File: src/rtl/shift_issue_stage_pkg.sv
// ============================================================================
// Module   : shift_pkg
// Brief    : Shared constants, payload type and state encoding for the shift
//            issue stage.
// Revision : 1.0 - initial release
// ============================================================================
`default_nettype none

package shift_pkg;

    localparam int XLEN  = 32;
    localparam int AMT_W = 5;

    // Opcode / funct encodings of the DLX shift instructions
    localparam logic [0:5] OP_RTYPE = 6'h00;
    localparam logic [0:5] F_SLL    = 6'h04;
    localparam logic [0:5] F_SRL    = 6'h06;
    localparam logic [0:5] F_SRA    = 6'h07;
    localparam logic [0:5] OP_SLLI  = 6'h14;
    localparam logic [0:5] OP_SRLI  = 6'h16;
    localparam logic [0:5] OP_SRAI  = 6'h17;

    // ctrl[0]: 1 = right, ctrl[1]: 1 = arithmetic
    localparam logic [0:1] CTRL_SLL = 2'b00;
    localparam logic [0:1] CTRL_SRL = 2'b10;
    localparam logic [0:1] CTRL_SRA = 2'b11;

    typedef struct packed {
        logic [0:XLEN-1]  a;
        logic [0:AMT_W-1] amt;
        logic [0:1]       ctrl;
        logic [0:4]       rd;
        logic             illegal;
    } shift_payload_t;

    typedef enum logic [1:0] {
        ST_EMPTY = 2'd0,
        ST_ONE   = 2'd1,
        ST_TWO   = 2'd2
    } skid_state_t;

    // Shifter b port: amount right-justified, upper bits zero
    function automatic logic [0:XLEN-1] amt_word(input logic [0:AMT_W-1] amt);
        return {{(XLEN-AMT_W){1'b0}}, amt};
    endfunction

endpackage

`default_nettype wire

File: src/rtl/shift_issue_stage_if.sv
// ============================================================================
// Module   : shift_issue_stage_if
// Brief    : Upstream issue and downstream shifter handshake/payload bundle.
// Revision : 1.0 - initial release
// ============================================================================
`default_nettype none

interface shift_issue_stage_if;
    import shift_pkg::*;

    logic            in_valid;
    logic            in_ready;
    logic [0:XLEN-1] instr;
    logic [0:XLEN-1] rs1_val;
    logic [0:XLEN-1] rs2_val;
    logic            out_valid;
    logic            out_ready;
    logic [0:XLEN-1] shift_a;
    logic [0:XLEN-1] shift_b;
    logic [0:1]      shift_ctrl;
    logic [0:4]      rd;
    logic            illegal;

    // master: the environment around the stage (issue side + shifter side)
    modport master (
        output in_valid, instr, rs1_val, rs2_val, out_ready,
        input  in_ready, out_valid, shift_a, shift_b, shift_ctrl, rd, illegal
    );

    modport slave (
        input  in_valid, instr, rs1_val, rs2_val, out_ready,
        output in_ready, out_valid, shift_a, shift_b, shift_ctrl, rd, illegal
    );

endinterface

`default_nettype wire

File: src/rtl/shift_issue_stage_decode.sv
// ============================================================================
// Module   : shift_decode
// Brief    : Combinational decode of a DLX shift instruction into the shifter
//            payload. Optional macro SHIFT_AMT_SAT_EN saturates register-form
//            amounts whose upper rs2 bits are non-zero.
// Revision : 1.0 - initial release
// ============================================================================
`default_nettype none

module shift_decode
    import shift_pkg::*;
(
    input  wire logic [0:XLEN-1] instr,
    input  wire logic [0:XLEN-1] rs1_val,
    input  wire logic [0:XLEN-1] rs2_val,
    output shift_payload_t       payload
);

    logic [0:5] w_opcode;
    logic [0:5] w_funct;
    logic       w_is_rtype_shift;
    logic       w_is_itype_shift;
    logic       w_unused_bits;

    assign w_opcode = instr[0:5];
    assign w_funct  = instr[26:31];

    assign w_is_rtype_shift = (w_opcode == OP_RTYPE) &&
                              ((w_funct == F_SLL) || (w_funct == F_SRL) || (w_funct == F_SRA));
    assign w_is_itype_shift = (w_opcode == OP_SLLI) || (w_opcode == OP_SRLI) ||
                              (w_opcode == OP_SRAI);

    always_comb begin
        payload         = '0;
        payload.a       = rs1_val;
        payload.illegal = 1'b1;

        if (w_is_rtype_shift) begin
            payload.illegal = 1'b0;
            payload.rd      = instr[16:20];
            payload.amt     = rs2_val[27:31];
            case (w_funct)
                F_SLL:   payload.ctrl = CTRL_SLL;
                F_SRL:   payload.ctrl = CTRL_SRL;
                default: payload.ctrl = CTRL_SRA;
            endcase
`ifdef SHIFT_AMT_SAT_EN
            // Amount >= 32: logical shifts flush to zero, SRA fills with sign
            if (|rs2_val[0:26]) begin
                if (payload.ctrl == CTRL_SRA) begin
                    payload.amt = '1;
                end else begin
                    payload.a   = '0;
                    payload.amt = '0;
                end
            end
`endif
        end else if (w_is_itype_shift) begin
            payload.illegal = 1'b0;
            payload.rd      = instr[11:15];
            payload.amt     = instr[27:31];
            case (w_opcode)
                OP_SLLI: payload.ctrl = CTRL_SLL;
                OP_SRLI: payload.ctrl = CTRL_SRL;
                default: payload.ctrl = CTRL_SRA;
            endcase
        end
    end

    // Register-source fields and the R-type shamt field play no part in decode
`ifdef SHIFT_AMT_SAT_EN
    assign w_unused_bits = ^{instr[6:10], instr[21:25]};
`else
    assign w_unused_bits = ^{instr[6:10], instr[21:25], rs2_val[0:26]};
`endif

endmodule

`default_nettype wire

File: src/rtl/shift_issue_stage.sv
// ============================================================================
// Module   : shift_issue_stage
// Brief    : Shift issue stage: decodes shift instructions and feeds the barrel
//            shifter through a 2-entry skid buffer. Optional macro
//            SHIFT_AMT_SAT_EN enables register-amount saturation.
// Revision : 1.0 - initial release
// ============================================================================
`default_nettype none

module shift_issue_stage
    import shift_pkg::*;
(
    input  wire logic           clk,
    input  wire logic           rst_n,
    input  wire logic           flush,
    shift_issue_stage_if.slave  bus
);

    skid_state_t    r_state;
    skid_state_t    w_next_state;
    shift_payload_t w_dec;
    shift_payload_t r_head;
    shift_payload_t r_skid;
    logic           r_in_ready;
    logic           w_accept;
    logic           w_drain;
    logic           w_load_head;
    logic           w_load_skid;
    logic           w_skid_to_head;

    shift_decode u_decode (
        .instr   (bus.instr),
        .rs1_val (bus.rs1_val),
        .rs2_val (bus.rs2_val),
        .payload (w_dec)
    );

    assign w_accept = bus.in_valid && r_in_ready;
    assign w_drain  = (r_state != ST_EMPTY) && bus.out_ready;

    always_comb begin
        w_next_state   = r_state;
        w_load_head    = 1'b0;
        w_load_skid    = 1'b0;
        w_skid_to_head = 1'b0;

        if (flush) begin
            w_next_state = ST_EMPTY;
        end else begin
            case (r_state)
                ST_EMPTY: begin
                    if (w_accept) begin
                        w_next_state = ST_ONE;
                        w_load_head  = 1'b1;
                    end
                end
                ST_ONE: begin
                    if (w_accept && w_drain) begin
                        w_load_head  = 1'b1;
                    end else if (w_accept) begin
                        w_next_state = ST_TWO;
                        w_load_skid  = 1'b1;
                    end else if (w_drain) begin
                        w_next_state = ST_EMPTY;
                    end
                end
                ST_TWO: begin
                    // in_ready is low here, so only a drain can occur
                    if (w_drain) begin
                        w_next_state   = ST_ONE;
                        w_skid_to_head = 1'b1;
                    end
                end
                default: begin
                    w_next_state = ST_EMPTY;
                end
            endcase
        end
    end

    // in_ready follows the next state so out_ready never reaches it combinationally
    always_ff @(posedge clk) begin
        if (!rst_n) begin
            r_state    <= ST_EMPTY;
            r_in_ready <= 1'b1;
        end else begin
            r_state    <= w_next_state;
            r_in_ready <= (w_next_state != ST_TWO);
        end
    end

    always_ff @(posedge clk) begin
        if (!rst_n) begin
            r_head <= '0;
            r_skid <= '0;
        end else begin
            if (w_load_head) begin
                r_head <= w_dec;
            end else if (w_skid_to_head) begin
                r_head <= r_skid;
            end
            if (w_load_skid) begin
                r_skid <= w_dec;
            end
        end
    end

    assign bus.in_ready   = r_in_ready;
    assign bus.out_valid  = (r_state != ST_EMPTY);
    assign bus.shift_a    = r_head.a;
    assign bus.shift_b    = amt_word(r_head.amt);
    assign bus.shift_ctrl = r_head.ctrl;
    assign bus.rd         = r_head.rd;
    assign bus.illegal    = r_head.illegal;

endmodule

`default_nettype wire

File: src/flat_wrapper.sv
// flat-port wrapper written by rule: the top's interface ports become plain ports
module shift_issue_stage_flat import shift_pkg::*;
  (clk, rst_n, flush, bus_in_valid, bus_instr, bus_rs1_val, bus_rs2_val, bus_out_ready, bus_in_ready, bus_out_valid, bus_shift_a, bus_shift_b, bus_shift_ctrl, bus_rd, bus_illegal);
  shift_issue_stage_if bus_i ();
  input  wire logic clk;
  input  wire logic rst_n;
  input  wire logic flush;
  input wire logic [$bits(bus_i.in_valid)-1:0] bus_in_valid;
  input wire logic [$bits(bus_i.instr)-1:0] bus_instr;
  input wire logic [$bits(bus_i.rs1_val)-1:0] bus_rs1_val;
  input wire logic [$bits(bus_i.rs2_val)-1:0] bus_rs2_val;
  input wire logic [$bits(bus_i.out_ready)-1:0] bus_out_ready;
  output wire logic [$bits(bus_i.in_ready)-1:0] bus_in_ready;
  output wire logic [$bits(bus_i.out_valid)-1:0] bus_out_valid;
  output wire logic [$bits(bus_i.shift_a)-1:0] bus_shift_a;
  output wire logic [$bits(bus_i.shift_b)-1:0] bus_shift_b;
  output wire logic [$bits(bus_i.shift_ctrl)-1:0] bus_shift_ctrl;
  output wire logic [$bits(bus_i.rd)-1:0] bus_rd;
  output wire logic [$bits(bus_i.illegal)-1:0] bus_illegal;
  assign bus_i.in_valid = bus_in_valid;
  assign bus_i.instr = bus_instr;
  assign bus_i.rs1_val = bus_rs1_val;
  assign bus_i.rs2_val = bus_rs2_val;
  assign bus_i.out_ready = bus_out_ready;
  assign bus_in_ready = bus_i.in_ready;
  assign bus_out_valid = bus_i.out_valid;
  assign bus_shift_a = bus_i.shift_a;
  assign bus_shift_b = bus_i.shift_b;
  assign bus_shift_ctrl = bus_i.shift_ctrl;
  assign bus_rd = bus_i.rd;
  assign bus_illegal = bus_i.illegal;
  shift_issue_stage u_core (.clk(clk), .rst_n(rst_n), .flush(flush), .bus(bus_i));
endmodule
File: config.mk
export PLATFORM = sky130hd
export DESIGN_NAME = shift_issue_stage_flat
export DESIGN_NICKNAME = d
export VERILOG_FILES = /design/src/rtl/shift_issue_stage_pkg.sv /design/src/rtl/shift_issue_stage_if.sv /design/src/rtl/shift_issue_stage_decode.sv /design/src/rtl/shift_issue_stage.sv /design/src/flat_wrapper.sv
export SDC_FILE = /design/constraint.sdc
export NUM_CORES = 1
export LEC_CHECK = 0
export ABC_AREA = 1
export CAP_MARGIN = 40
export CORE_MARGIN = 4
export CORE_UTILIZATION = 30
export CTS_CLUSTER_SIZE = 12
export DETAILED_ROUTE_END_ITERATION = 12
export GPL_TIMING_DRIVEN = 0
export MAX_ROUTING_LAYER = met4
export PLACE_DENSITY = 0.55
export SYNTH_ARGS = -nofsm -noshare
export SYNTH_HDL_FRONTEND = slang
export SYNTH_HIERARCHICAL = 1
export SYNTH_SLANG_ARGS = --single-unit
File: constraint.sdc
create_clock -name clk -period 3.3 [get_ports clk]
set_input_delay 0.33 -clock clk [delete_from_list [all_inputs] [get_ports clk]]
set_output_delay 0.33 -clock clk [all_outputs]
set_load 0.005 [all_outputs]
Word level (Yosys, flattened, before mapping)
Cells that the tools add are included.
{"block": "classes", "n_mux": 23, "n_reduce_logical": 12, "eq_ne": 9}
{"op": "45-bit 2-to-1 mux", "n": 2}
{"op": "13-bit 2-to-1 mux", "n": 2}
{"op": "6-bit by 3-bit == test with 1-bit output, second input constant", "n": 3}
{"op": "6-bit by 5-bit == test with 1-bit output, second input constant", "n": 3}
{"op": "2-bit 2-to-1 mux", "n": 6}
{"op": "1-bit 2-to-1 mux", "n": 9}
{"op": "2-bit one-hot mux with 2 select lines", "n": 2}
{"op": "6-bit logical NOT", "n": 1}
{"op": "2-bit one-hot mux with 3 select lines", "n": 1}
{"op": "1-bit logical AND", "n": 4}
{"op": "1-bit logical OR", "n": 4}
{"op": "2-bit nonzero test", "n": 2}
{"op": "2-bit by 1-bit == test with 1-bit output, second input constant", "n": 1}
{"op": "2-bit == test, second input constant", "n": 1}
{"op": "2-bit logical NOT", "n": 1}
{"op": "2-bit inequality test, second input constant", "n": 1}
{"op": "1-bit one-hot mux with 2 select lines", "n": 1}
{"block": "word_totals", "output_inout_bits": 74, "ff_bits": 93, "input_bits": 101, "wordCells": 56}

Logic depth before layout (Yosys ltp)
Gate-level depths: netlist (run 1).
{"block": "depth", "ltp_word": 8, "mapped_depth": 11, "depth_no_buf": 10}

By module
The synthesis (run 1) kept the hierarchy.
{"mod": "shift_issue_stage", "area_each_um2": 4312.9, "cells_per_inst": 644, "n_inst": 1, "seq_area_each_um2": 1861.8}
{"mod": "shift_decode", "area_each_um2": 550.5, "cells_per_inst": 95, "n_inst": 1, "seq_area_each_um2": 0.0}

Worst setup path after synthesis (run 1)
No wires, ideal clock.
{"block": "synth_timing", "path_type": "reg2reg", "start": "register u_core.r_state[0]", "end": "register u_core.r_head (netlist bit u_core/bus.shift_a[24])", "arrival_time_ps": 1219, "path_stages_with_launch": 8, "period_less_slack_ps": 1351, "slack_ps": 1949, "setup_ps": 132, "cell_sequence": "dfxtp_1 o21ai_1 nand2_1 buf_2 clkbuf_1 nand3_1 nand2_1 a21oi_1"}
{"block": "synth_between", "elab_chain_len": 7, "elab_cells_between_ends": 14, "cone_classes": "2 x eq/ne; 7 x mux; 5 x reduce/logical"}
{"item": "from (decl)", "line": "shift_issue_stage.sv:19", "text": "skid_state_t r_state;"}
{"item": "from (signal assigned)", "line": "shift_issue_stage.sv:87", "text": "r_state <= w_next_state;"}
{"item": "2-bit nonzero test", "line": "shift_issue_stage.sv:39", "text": "assign w_drain = (r_state != ST_EMPTY) && bus.out_ready;"}
{"item": "1-bit logical AND", "line": "shift_issue_stage.sv:39"}
{"item": "1-bit logical AND", "line": "shift_issue_stage.sv:58", "text": "if (w_accept && w_drain) begin"}
{"item": "1-bit 2-to-1 mux", "line": "shift_issue_stage.sv:58"}
{"item": "1-bit one-hot mux with 2 select lines", "line": "shift_issue_stage.sv:50", "text": "case (r_state)"}
{"item": "1-bit 2-to-1 mux", "line": "shift_issue_stage.sv:47", "text": "if (flush) begin"}
{"item": "45-bit 2-to-1 mux or 2-bit nonzero test (tied branches)"}
{"item": "to (signal assigned)", "line": "shift_issue_stage.sv:98", "text": "r_head <= w_dec;"}
{"item": "to (signal assigned)", "line": "shift_issue_stage.sv:100", "text": "r_head <= r_skid;"}
{"item": "to (decl)", "line": "shift_issue_stage.sv:22", "text": "shift_payload_t r_head;"}
Parallel ways exist; a longest one is shown, timed or not.
A chain may end at the register's enable or synchronous reset.

Final worst setup path (run 1)
{"block": "layout_timing", "start": "input flush", "end": "register u_core/r_skid[39] (netlist bit)"}
{"block": "layout_between", "elab_chain_len": 1}
{"item": "from (decl)", "line": "flat_wrapper.sv:7", "text": "input wire logic flush;"}
{"item": "1-bit 2-to-1 mux", "line": "shift_issue_stage.sv:47"}
{"item": "to (signal assigned)", "line": "shift_issue_stage.sv:103", "text": "r_skid <= w_dec;"}
{"item": "to (decl)", "line": "shift_issue_stage.sv:23", "text": "shift_payload_t r_skid;"}
Every way passes these cells.

==> qor.csv, run 1 <==
stage,metric,value,unit
status,status,completed,
sta,Final min period,2020,ps
sta,Fin Hold WS,215.5,ps
worst_hold_path,Hold Path Class,in -> reg,
worst_setup_path,Setup crit start kind,input port,
clocking,Post-CTS Hold Buffers,0,
yosys,post-synthesis sequential area ratio,0.3828,
global_routing,GRT busiest layer,met2,
global_routing,initial antenna violation count,0,
routing,routed wire length,13.69,mm
cells_and_area,design area,6329,um^2
sta,fin. max-slew vios,0,
worst_setup_path,CP required,3540,ps
pwr,Peak supply drop,252.4,uV
floorplanning,Initial Util,0.3062,
sta,"Setup violations, final",0,
worst_setup_path,Crit. Startpoint,flush,
floorplanning,Die Ht,135.3,um
placement,"Cell Area, Placed",6002,um^2
worst_setup_path,crit-path max FO,10,
cells_and_area,synthesis-to-finish area growth,30.13,%
routing,TritonRoute pass-1 iters,4,
yosys,Avg Inst Size Synth,6.581,um^2
clocking,cts bufs inserted,9,
sta,Final Hold Vio Count,0,
flow_run,max cap viols,0,
placement,Detail Placement HPWL,9.867,mm
clocking,htree depth,3,
clocking,clk slew on worst S/H paths,70,ps
routing,DRT iter0 DRCs,259,
sta,crit share post-route,0.6123,
pwr,Power Dens Cells,434.4,nW/um^2
global_routing,vias in the first global route,4417,
global_routing,largest net degree at the start of global routing,15,
yosys,synthesis warning total,6,
worst_setup_path,crit path DAT,2260,ps
clocking,Root Driver,clkbuf_16,
yosys,Mapped Area,4863,um^2
placement,Port Buf Inserts,77,
floorplanning,io pins,175,
clocking,number of gates resized after CTS,0,
sta,maximum clock rate,494.9,MHz
routing,routed vias/inst,4.300,
yosys,"Top FF cell, synth",dfxtp_1,
sta,Slew HR,0.6239,
worst_setup_path,Critical Path End Type,flop,
sta,setup_tns,0,ps
global_routing,GR Overflow Total,0,
sta,skew final,7.192,ps
clocking,# Post-CTS Setup Buffers,0,
floorplanning,die width,135.3,um
clocking,clock buffer depth,2,
floorplanning,DIE AREA,18310,um^2
yosys,share of flip-flops with an asynchronous set or reset,0,
clocking,Worst-Skew Late Latency,340,ps
global_routing,GRT met2 Usage,0.2453,
floorplanning,Row Count,46,
cells_and_area,Util after Layout,0.3984,
routing,Post-DRT Antenna Nets,0,
yosys,post-synthesis cell count,739,
cells_and_area,layout cells sized above 1,0.1282,
global_routing,first-pass GRT wire length,22.15,mm
global_routing,grt met3 use,0.03232,
clocking,clock sink count,93,
worst_setup_path,reg2reg start,u_core/r_state[1],
cells_and_area,final net count,954,
cells_and_area,Filler cells,1756,
global_routing,Tot GR Track Use,0.1558,
yosys,count of different cell masters after synthesis,25,
placement,Cells after DPL,1058,
global_routing,met1 GRT Util,0.2015,
worst_hold_path,HP Start,bus_rs1_val[29],
routing,Via Count,4618,
floorplanning,core area,15890,um^2
cells_and_area,fin cells,1074,
yosys,Post-synth EDFFs,0,
pwr,static leakage power,2.970,nW
routing,drc violations,0,
clocking,CTS tree,yes,
yosys,#FFs+latches synth,93,
placement,GP Congestion,0.7986,
routing,Routed WL per cell,12.74,um
sta,worst-margin pin slew,564.1,ps
cells_and_area,antenna cells,0,
worst_setup_path,Setup CP Type,in -> reg,
sta,RSZ-0062 raised after global routing,no,
[power breakdown]
| part | total, mW | switching, mW | internal, mW | leakage, nW |
|---|---|---|---|---|
| Clock | 1.14 | 0.439 | 0.703 | 0.163 |
| Combinational | 0.403 | 0.193 | 0.210 | 2.05 |
| Sequential | 1.20 | 0.0280 | 1.18 | 0.759 |
| Total | 2.75 | 0.661 | 2.09 | 2.97 |
[cell type report]
cell class	instances	area [um^2]	share of cell area
inverter	57	214.0	0.03381
clock buffer	12	256.5	0.04053
clock inverter	4	70.07	0.01107
timing repair buffer	77	770.7	0.1218
buffer	107	671.9	0.1062
tap	216	270.3	0.04270
multi-input combinational	508	2213	0.3497
sequential	93	1862	0.2942
[cell usage after synthesis (2+ instances only)]
cell,count,area (um^2)
nand2_1,170,638.1
nand3_1,102,510.5
nor2_1,101,379.1
dfxtp_1,93,1862
buf_4,59,442.9
inv_1,54,202.7
o21ai_0,47,235.2
a21oi_1,45,225.2
clkbuf_1,24,90.09
buf_2,21,105.1
buf_6,3,33.78
inv_2,3,11.26
nor3_1,3,15.01
nand3_2,2,20.02
nor2_2,2,12.51
[state kept, by name (all words and copies together), names as in the netlist]
| register | count |
|---|---|
| u_core/bus.illegal | 1 |
| u_core/bus.in_ready | 1 |
| u_core/bus.rd | 5 |
| u_core/bus.shift_a | 32 |
| u_core/bus.shift_b | 5 |
| u_core/bus.shift_ctrl | 2 |
| u_core/r_skid | 45 |
| u_core/r_state | 2 |
[final timing paths]
path | depth (start not counted) | to | slack (ps)
setup / recovery | 8 | u_core/r_skid[39] | 1280
hold / removal | 3 | u_core/r_skid[42] | 220
setup reg to reg | 7 | u_core/r_skid[39] | 1420
hold reg to reg | 2 | u_core/bus.shift_a[14] | 480
[per-layer routing]
layer	share of wire	up-vias
met1	0.48	2021
li1	-	2479
met3	0.051	18
met2	0.45	100
met4	0.016	0
met5	0	-
[logic make-up after synthesis]
logic type             count (synthesis)  share of synthesized area
flip-flops                            93                     0.3828
buffers and inverters                164                     0.1821
AND/OR/NAND/NOR                      386                     0.3352
AO/OA/AOI/OAI                         95                    0.09905
other                                  1                  0.0007711
[worst max-delay path, cell delays in order]
cell             delay [ps]
clkdlybuf4s50_1         510
inv_1                   110
nand3_1                 100
nor2_2                  430
inv_2                   210
clkbuf_1                320
nor2_1                  170
nor2_1                   60
[cell usage in the layout, fill, tap and decap left out]
master | netlist | routed
and2_2 | 1 | 1
nor3_1 | 3 | 3
nor2_4 | 1 | 1
nand3b_1 | 1 | 1
nand3_1 | 102 | 102
conb_1 | 1 | 27
nor2_2 | 2 | 2
clkbuf_1 | 24 | 25
nand4_1 | 1 | 1
bufinv_16 | 0 | 2
a21oi_2 | 1 | 1
clkbuf_16 | 0 | 9
nor2_1 | 101 | 101
dfxtp_1 | 93 | 93
o21ai_0 | 47 | 47
buf_4 | 59 | 59
clkinv_2 | 0 | 2
buf_2 | 21 | 21
inv_2 | 3 | 3
nand3_2 | 2 | 2
buf_6 | 3 | 3
a21oi_1 | 45 | 45
nand2_1 | 170 | 170
nor3_4 | 1 | 1
inv_1 | 54 | 54
nand2_2 | 1 | 1
clkbuf_8 | 0 | 2
o211ai_1 | 1 | 1
o21ai_1 | 1 | 1
clkdlybuf4s50_1 | 0 | 77
[per-stage QoR]
step	setup slack (ps)	power (mW)
floorplan	1949	1.454
global placement	939.0	1.634
detailed placement	920.1	1.637
CTS	1275	2.785
global route	1109	2.873
finish	1280	2.749
No activity file was read; power rests on OpenSTA's default activity.
==> inputs of run 2 (changes only) <==
PLACE_DENSITY = 0.58   (was 0.55)
clock period = 1.8 ns   (was 3.3 ns; I/O delays follow)
==> run 2 against run 1 <==
Register-to-register slack lost 1300 ps. Sequential power grew 84%. Design area grew 1.1%. Clock power grew 92%. Critical path type is now reg -> reg. First-iteration DRC count grew 42%. Clock skew shrank 1.3 ps. Via count grew 1.6%.
==> qor.csv, run 2 (synthesis results as in run 1) <==
stage,metric,value,unit,change
status,status,completed,,unchanged
worst_setup_path,cells on worst reg2reg path,7,,unchanged
routing,Post-DRT Antenna Nets,0,,unchanged
sta,Slew HR,0.6314,,was 0.6239
sta,final setup margin,158.3,ps,was 1280 ps
cells_and_area,most frequent cells in the layout,"nand2_1 (170), nand3_1 (102), nor2_1 (101)",,unchanged
sta,Final min period,1642,ps,
pwr,Overall Power,5.146,mW,was 2.749 mW
routing,DRT iter0 DRCs,368,,was 259
worst_setup_path,crit path DAT,1850,ps,was 2260 ps
routing,routed wire length,13.89,mm,was 13.69 mm
clocking,Root Driver,clkbuf_16,,unchanged
pwr,static leakage power,3.008,nW,was 2.970 nW
worst_setup_path,crit-path max FO,10,,unchanged
routing,TritonRoute pass-1 iters,4,,unchanged
pwr,Power Dens Cells,804.5,nW/um^2,was 434.4 nW/um^2
clocking,htree depth,3,,unchanged
placement,Setup WS pre-CTS,-458.8,ps,was 920.1 ps
cells_and_area,"most common cell after layout, fill and taps aside",nand2_1,,unchanged
routing,Via Count,4692,,"was 4,618"
worst_setup_path,Setup CP Type,reg -> reg,,was in -> reg
sta,worst-margin pin slew,552.9,ps,was 564.1 ps
clocking,Worst-Skew Late Latency,350,ps,was 340 ps
global_routing,largest net degree at the start of global routing,16,,was 15
pwr,Peak supply drop,459.1,uV,was 252.4 uV
sta,setup_tns,0,ps,unchanged
flow_run,max cap viols,0,,unchanged
sta,"Setup violations, final",0,,unchanged
worst_hold_path,HP Start,bus_rs1_val[21],,was bus_rs1_val[29]
clocking,clock buffer depth,2,,unchanged
placement,Detail Placement HPWL,9.856,mm,was 9.867 mm
floorplanning,Row Count,46,,unchanged
cells_and_area,layout cells sized above 1,0.1367,,was 0.1282
cells_and_area,antenna cells,0,,unchanged
worst_setup_path,Setup crit start kind,flop,,was input port
worst_hold_path,Hold Path Class,in -> reg,,unchanged
cells_and_area,FF+latch area,1863,um^2,was 1862 um^2
sta,Final Hold Vio Count,0,,unchanged
cells_and_area,final net count,959,,was 954
routing,drc violations,0,,unchanged
placement,Port Buf Inserts,77,,unchanged
sta,crit share post-route,0.9120,,
cells_and_area,synthesis-to-finish area growth,31.52,%,was 30.13%
sta,Fin Hold WS,61.74,ps,was 215.5 ps
worst_setup_path,Crit. Startpoint,u_core/bus.in_ready,,was flush
floorplanning,DIE AREA,18310,um^2,unchanged
clocking,clk slew on worst S/H paths,70,ps,about the same
sta,fin. max-slew vios,0,,unchanged
floorplanning,core area,15890,um^2,unchanged
worst_setup_path,R2R setup slack,160,ps,was 1420 ps
worst_setup_path,CP required,2010,ps,was 3540 ps
routing,routed vias/inst,4.348,,was 4.300
floorplanning,io pins,175,,unchanged
cells_and_area,area occupied by multi-input gates,2218,um^2,was 2213 um^2
clocking,CTS tree,yes,,unchanged
sta,maximum clock rate,609.1,MHz,
global_routing,vias in the first global route,4307,,"was 4,417"
worst_setup_path,Critical Path End Type,flop,,unchanged
global_routing,initial antenna violation count,0,,unchanged
worst_setup_path,end of the worst register-to-register path,u_core/bus.shift_b[31],,was u_core/r_skid[39]
cells_and_area,largest reg by FF count,u_core/r_skid,,unchanged
global_routing,GR Overflow Total,0,,unchanged
global_routing,first-pass GRT wire length,21.81,mm,was 22.15 mm
clocking,clock sink count,93,,unchanged
floorplanning,Die Ht,135.3,um,unchanged
floorplanning,Initial Util,0.3062,,unchanged
sta,skew final,5.942,ps,was 7.192 ps
routing,Routed WL per cell,12.87,um,was 12.74 um
cells_and_area,Largest register FFs,45,,unchanged
placement,GP Congestion,0.8283,,was 0.7986
global_routing,Tot GR Track Use,0.1541,,was 0.1558
floorplanning,die width,135.3,um,unchanged
clocking,cts bufs inserted,9,,unchanged
worst_setup_path,crit path to,u_core/bus.shift_b[31],,was u_core/r_skid[39]
worst_setup_path,reg2reg start,u_core/bus.in_ready,,was u_core/r_state[1]
sta,RSZ-0062 raised after global routing,yes,,was no
cells_and_area,Filler cells,1774,,"was 1,756"
## run 2: worst min-delay path by stage
stage	end	slack, ps	cells after the start
3_5_place_dp	u_core/r_skid[18]	420	3
2_1_floorplan	u_core/r_state[0]	350	3
3_3_place_gp	u_core/r_skid[18]	410	3
4_1_cts	u_core/r_skid[41]	50	3
6_report	u_core/r_skid[34]	60	3
5_1_grt	u_core/r_skid[24]	60	3
## run 2: per-layer routing
metal	GRT usage	wire (um)
met2	0.2409	6450
met3	0.02860	690
met5	-	0
met4	0.05599	225
met1	0.1999	6522
## run 2: final cells by class
| class | instances | share of cell area |
|---|---|---|
| Tap cell | 216 | 0.04225 |
| Clock inverter | 6 | 0.01741 |
| Clock buffer | 10 | 0.03580 |
| Sequential cell | 93 | 0.2913 |
| Timing Repair Buffer | 82 | 0.1264 |
| Inverter | 57 | 0.03345 |
| Buffer | 107 | 0.1066 |
| Multi-Input combinational cell | 508 | 0.3468 |
## run 2: repair_timing
action	CTS	global route
setup buffers	2	3
endpoints found under the setup margin	70	84
hold buffers	0	0
pin swaps	1	1
resized for setup	1	8
## run 2: critical path, cell delays in order, from the launching register on
cell      delay [ps]
dfxtp_1          330
nand2_1          100
nor3_1           280
clkbuf_4         290
buf_2            250
nand3_1          100
nand2_1          100
a21oi_1           60
## run 2: where the power goes
group	total (mW)	switching (mW)	leakage [nW]	internal [mW]
clock network	2.19	0.835	0.163	1.36
logic	0.746	0.357	2.09	0.389
registers	2.21	0.0514	0.759	2.15
total	5.15	1.24	3.01	3.90
## run 2: through the flow
step,utilization,cell area [um^2],cells
3_5_place_dp,0.3778,6002,1058
5_1_grt,0.4026,6396,1079
6_report,0.4026,6396,1079
2_1_floorplan,-,4961,765
4_1_cts,0.4005,6362,1076
3_3_place_gp,0.3778,6002,1058
==> inputs of run 3 (changes only) <==
PLACE_DENSITY = 0.55   (was 0.58)
clock period = 1.6 ns   (was 1.8 ns; I/O delays follow)
==> run 3 against run 2 <==
Worst hold slack got worse by 16 ps. Final cell count did not move. Clock skew barely moved. Critical path type is now in -> reg.
==> qor.csv, run 3 (synthesis results as in run 1) <==
stage,metric,value,unit,change
placement,Cells after DPL,1058,,unchanged
clocking,clock buffer depth,2,,unchanged
global_routing,Tot GR Track Use,0.1572,,was 0.1541
sta,fin. max-slew vios,0,,unchanged
sta,RSZ-0062 raised after global routing,yes,,unchanged
worst_setup_path,CP max stage cell,clkdlybuf4s50_1,,was dfxtp_1
clocking,cts bufs inserted,9,,unchanged
routing,TritonRoute pass-1 iters,4,,unchanged
floorplanning,io pins,175,,unchanged
pwr,internal power,4.324,mW,was 3.902 mW
cells_and_area,Largest register FFs,45,,unchanged
global_routing,vias in the first global route,4460,,"was 4,307"
flow_run,max cap viols,0,,unchanged
routing,Routed WL per cell,12.80,um,was 12.87 um
status,status,completed,,unchanged
cells_and_area,fin cells,1079,,unchanged
floorplanning,Row Count,46,,unchanged
global_routing,met1 GRT Util,0.2045,,was 0.1999
sta,Slew HR,0.6234,,was 0.6314
worst_setup_path,Crit path largest cell delay,540,ps,was 330 ps
worst_setup_path,worst path cell trace,"clkdlybuf4s50_1, nor3_4, buf_4, clkbuf_4, nand3_1, nand2_1, a21oi_1",,"was nand2_1, nor3_1, clkbuf_4, buf_2, nand3_1, nand2_1, a21oi_1"
sta,skew final,6.049,ps,was 5.942 ps
clocking,htree depth,3,,unchanged
routing,Via Count,4660,,"was 4,692"
global_routing,GR Overflow Total,0,,unchanged
worst_setup_path,crit path DAT,1720,ps,was 1850 ps
global_routing,first-pass GRT wire length,22.36,mm,was 21.81 mm
sta,"Setup violations, final",0,,unchanged
worst_setup_path,crit-path max FO,10,,unchanged
pwr,Power Dens Cells,879.2,nW/um^2,was 804.5 nW/um^2
worst_setup_path,Setup crit start kind,input port,,was flop
routing,routed wire length,13.81,mm,was 13.89 mm
pwr,P_sw,1.368,mW,was 1.243 mW
pwr,switch share,0.2404,,was 0.2416
cells_and_area,layout cells sized above 1,0.1530,,was 0.1367
floorplanning,DIE AREA,18310,um^2,unchanged
sta,crit share post-route,0.9431,,
routing,DRT iter0 DRCs,242,,was 368
worst_setup_path,CP top delay family,buffers and inverters,,was simple AND/OR/NAND/NOR gates
worst_setup_path,worst path buffer plus inverter count,3,,was 2
cells_and_area,largest reg by FF count,u_core/r_skid,,unchanged
clocking,CTS tree,yes,,unchanged
placement,GP Congestion,0.7986,,was 0.8283
cells_and_area,final net count,959,,unchanged
sta,setup_tns,0,ps,unchanged
clocking,Root Driver,clkbuf_16,,unchanged
routing,Post-DRT Antenna Nets,0,,unchanged
pwr,Seq pwr share,0.436,,was 0.429
worst_setup_path,CP required,1810,ps,was 2010 ps
cells_and_area,FF+latch area,1869,um^2,was 1863 um^2
placement,Detail Placement HPWL,9.867,mm,was 9.856 mm
floorplanning,Die Ht,135.3,um,unchanged
floorplanning,die width,135.3,um,unchanged
cells_and_area,synthesis-to-finish area growth,33.14,%,was 31.52%
routing,routed vias/inst,4.319,,was 4.348
sta,Final min period,1509,ps,
cells_and_area,"most common cell after layout, fill and taps aside",nand2_1,,unchanged
sta,Final Hold Vio Count,0,,unchanged
cells_and_area,most frequent cells in the layout,"nand2_1 (170), nand3_1 (102), nor2_1 (101)",,unchanged
clocking,clock sink count,93,,unchanged
sta,worst-margin pin slew,564.9,ps,was 552.9 ps
pwr,Clk pwr share,0.414,,was 0.426
pwr,Logic pwr share,0.150,,was 0.145
placement,Port Buf Inserts,77,,unchanged
global_routing,GRT busiest layer,met2,,unchanged
clocking,clk slew on worst S/H paths,70,ps,about the same
floorplanning,core area,15890,um^2,unchanged
pwr,static leakage power,3.065,nW,was 3.008 nW
clocking,Post-CTS Hold Buffers,0,,unchanged
global_routing,grt met3 use,0.03232,,was 0.02860
global_routing,largest net degree at the start of global routing,15,,was 16
routing,drc violations,0,,unchanged
worst_hold_path,Hold Path Class,in -> reg,,unchanged
clocking,Worst-Skew Late Latency,340,ps,was 350 ps
worst_setup_path,Setup CP Type,in -> reg,,was reg -> reg
global_routing,GRT met2 Usage,0.2464,,was 0.2409
cells_and_area,area occupied by multi-input gates,2235,um^2,was 2218 um^2
pwr,Peak supply drop,526.6,uV,was 459.1 uV
global_routing,initial antenna violation count,0,,unchanged
sta,maximum clock rate,662.7,MHz,
cells_and_area,Filler cells,1735,,"was 1,774"
cells_and_area,antenna cells,0,,unchanged
worst_setup_path,Critical Path End Type,flop,,unchanged
floorplanning,Initial Util,0.3062,,unchanged
## run 3: changes by cell type in the layout (fill, tap and decap cells not counted), moves of 2 or more
cell      before  now
clkbuf_1      23   11
clkbuf_8       0    2
buf_4         64   77
clkbuf_4       3    6
buf_2         18   11
dfxtp_4        0    2
buf_6          3    5
## run 3: worst paths after layout
| check | end | cells past startpoint | startpoint | slack, ps |
|---|---|---|---|---|
| max | u_core/bus.shift_a[15] | 7 | flush | 90 |
| max reg2reg | u_core/bus.shift_ctrl[0] | 8 | u_core/r_state[1] | 100 |
| min | u_core/r_skid[42] | 3 | bus_rs1_val[29] | 50 |
| min reg2reg | u_core/bus.shift_a[14] | 2 | u_core/bus.shift_a[14] | 480 |
## run 3: final cells by class
type	instances	area share
Clock buffer	12	0.03961
Clock inverter	4	0.01082
Sequential cell	93	0.2887
Timing Repair Buffer	83	0.1275
Tap cell	216	0.04174
Buffer	106	0.1134
Multi-Input combinational cell	508	0.3451
Inverter	57	0.03304
## run 3: timing repair
item	4_1_cts	5_1_grt
endpoints found under the hold margin	0	0
endpoints found under the setup margin	86	86
pin swaps	2	1
gates resized for setup	20	43
buffers inserted	6	0
## run 3: through the flow
step / worst slack, ps / instance area, um^2 / util / power, mW / hold WS, ps
final: 91.02 / 6475 / 0.4076 / 5.692 / 45.31
after CTS: 0.4885 / 6417 / 0.4040 / 5.760 / 30.87
after floorplan: 249.2 / 4961 / - / 2.999 / 334.1
after global routing: -28.16 / 6475 / 0.4076 / 5.949 / 46.52
after detailed placement: -609.9 / 6002 / 0.3778 / 3.377 / 400.1
after global placement: -591.0 / 6002 / 0.3778 / 3.370 / 393.4
## run 3: power groups by stage
stage | combinational [mW] | sequential (mW) | clock, mW
2_1_floorplan | 0.467 | 2.53 | 0
3_3_place_gp | 0.835 | 2.53 | 0
3_5_place_dp | 0.841 | 2.54 | 0
4_1_cts | 0.859 | 2.48 | 2.42
5_1_grt | 0.960 | 2.49 | 2.50
6_report | 0.856 | 2.48 | 2.36
## run 3: layer usage
| metal | routed length (um) | part of all wire | up-vias |
|---|---|---|---|
| met1 | 6663 | 0.48 | 2053 |
| met5 | 0 | 0 | - |
| met3 | 675 | 0.049 | 18 |
| li1 | - | - | 2483 |
| met2 | 6259 | 0.45 | 106 |
| met4 | 215 | 0.016 | 0 |
## run 3: worst register-to-register path, cell delays in order, from the launching register on
cell and delay [ps]:
dfxtp_4 380, nand2_1 90, nor3_4 310, buf_6 170, buf_4 170, nand2_1 60
nand2_1 60, nand2_1 60, a21oi_1 120
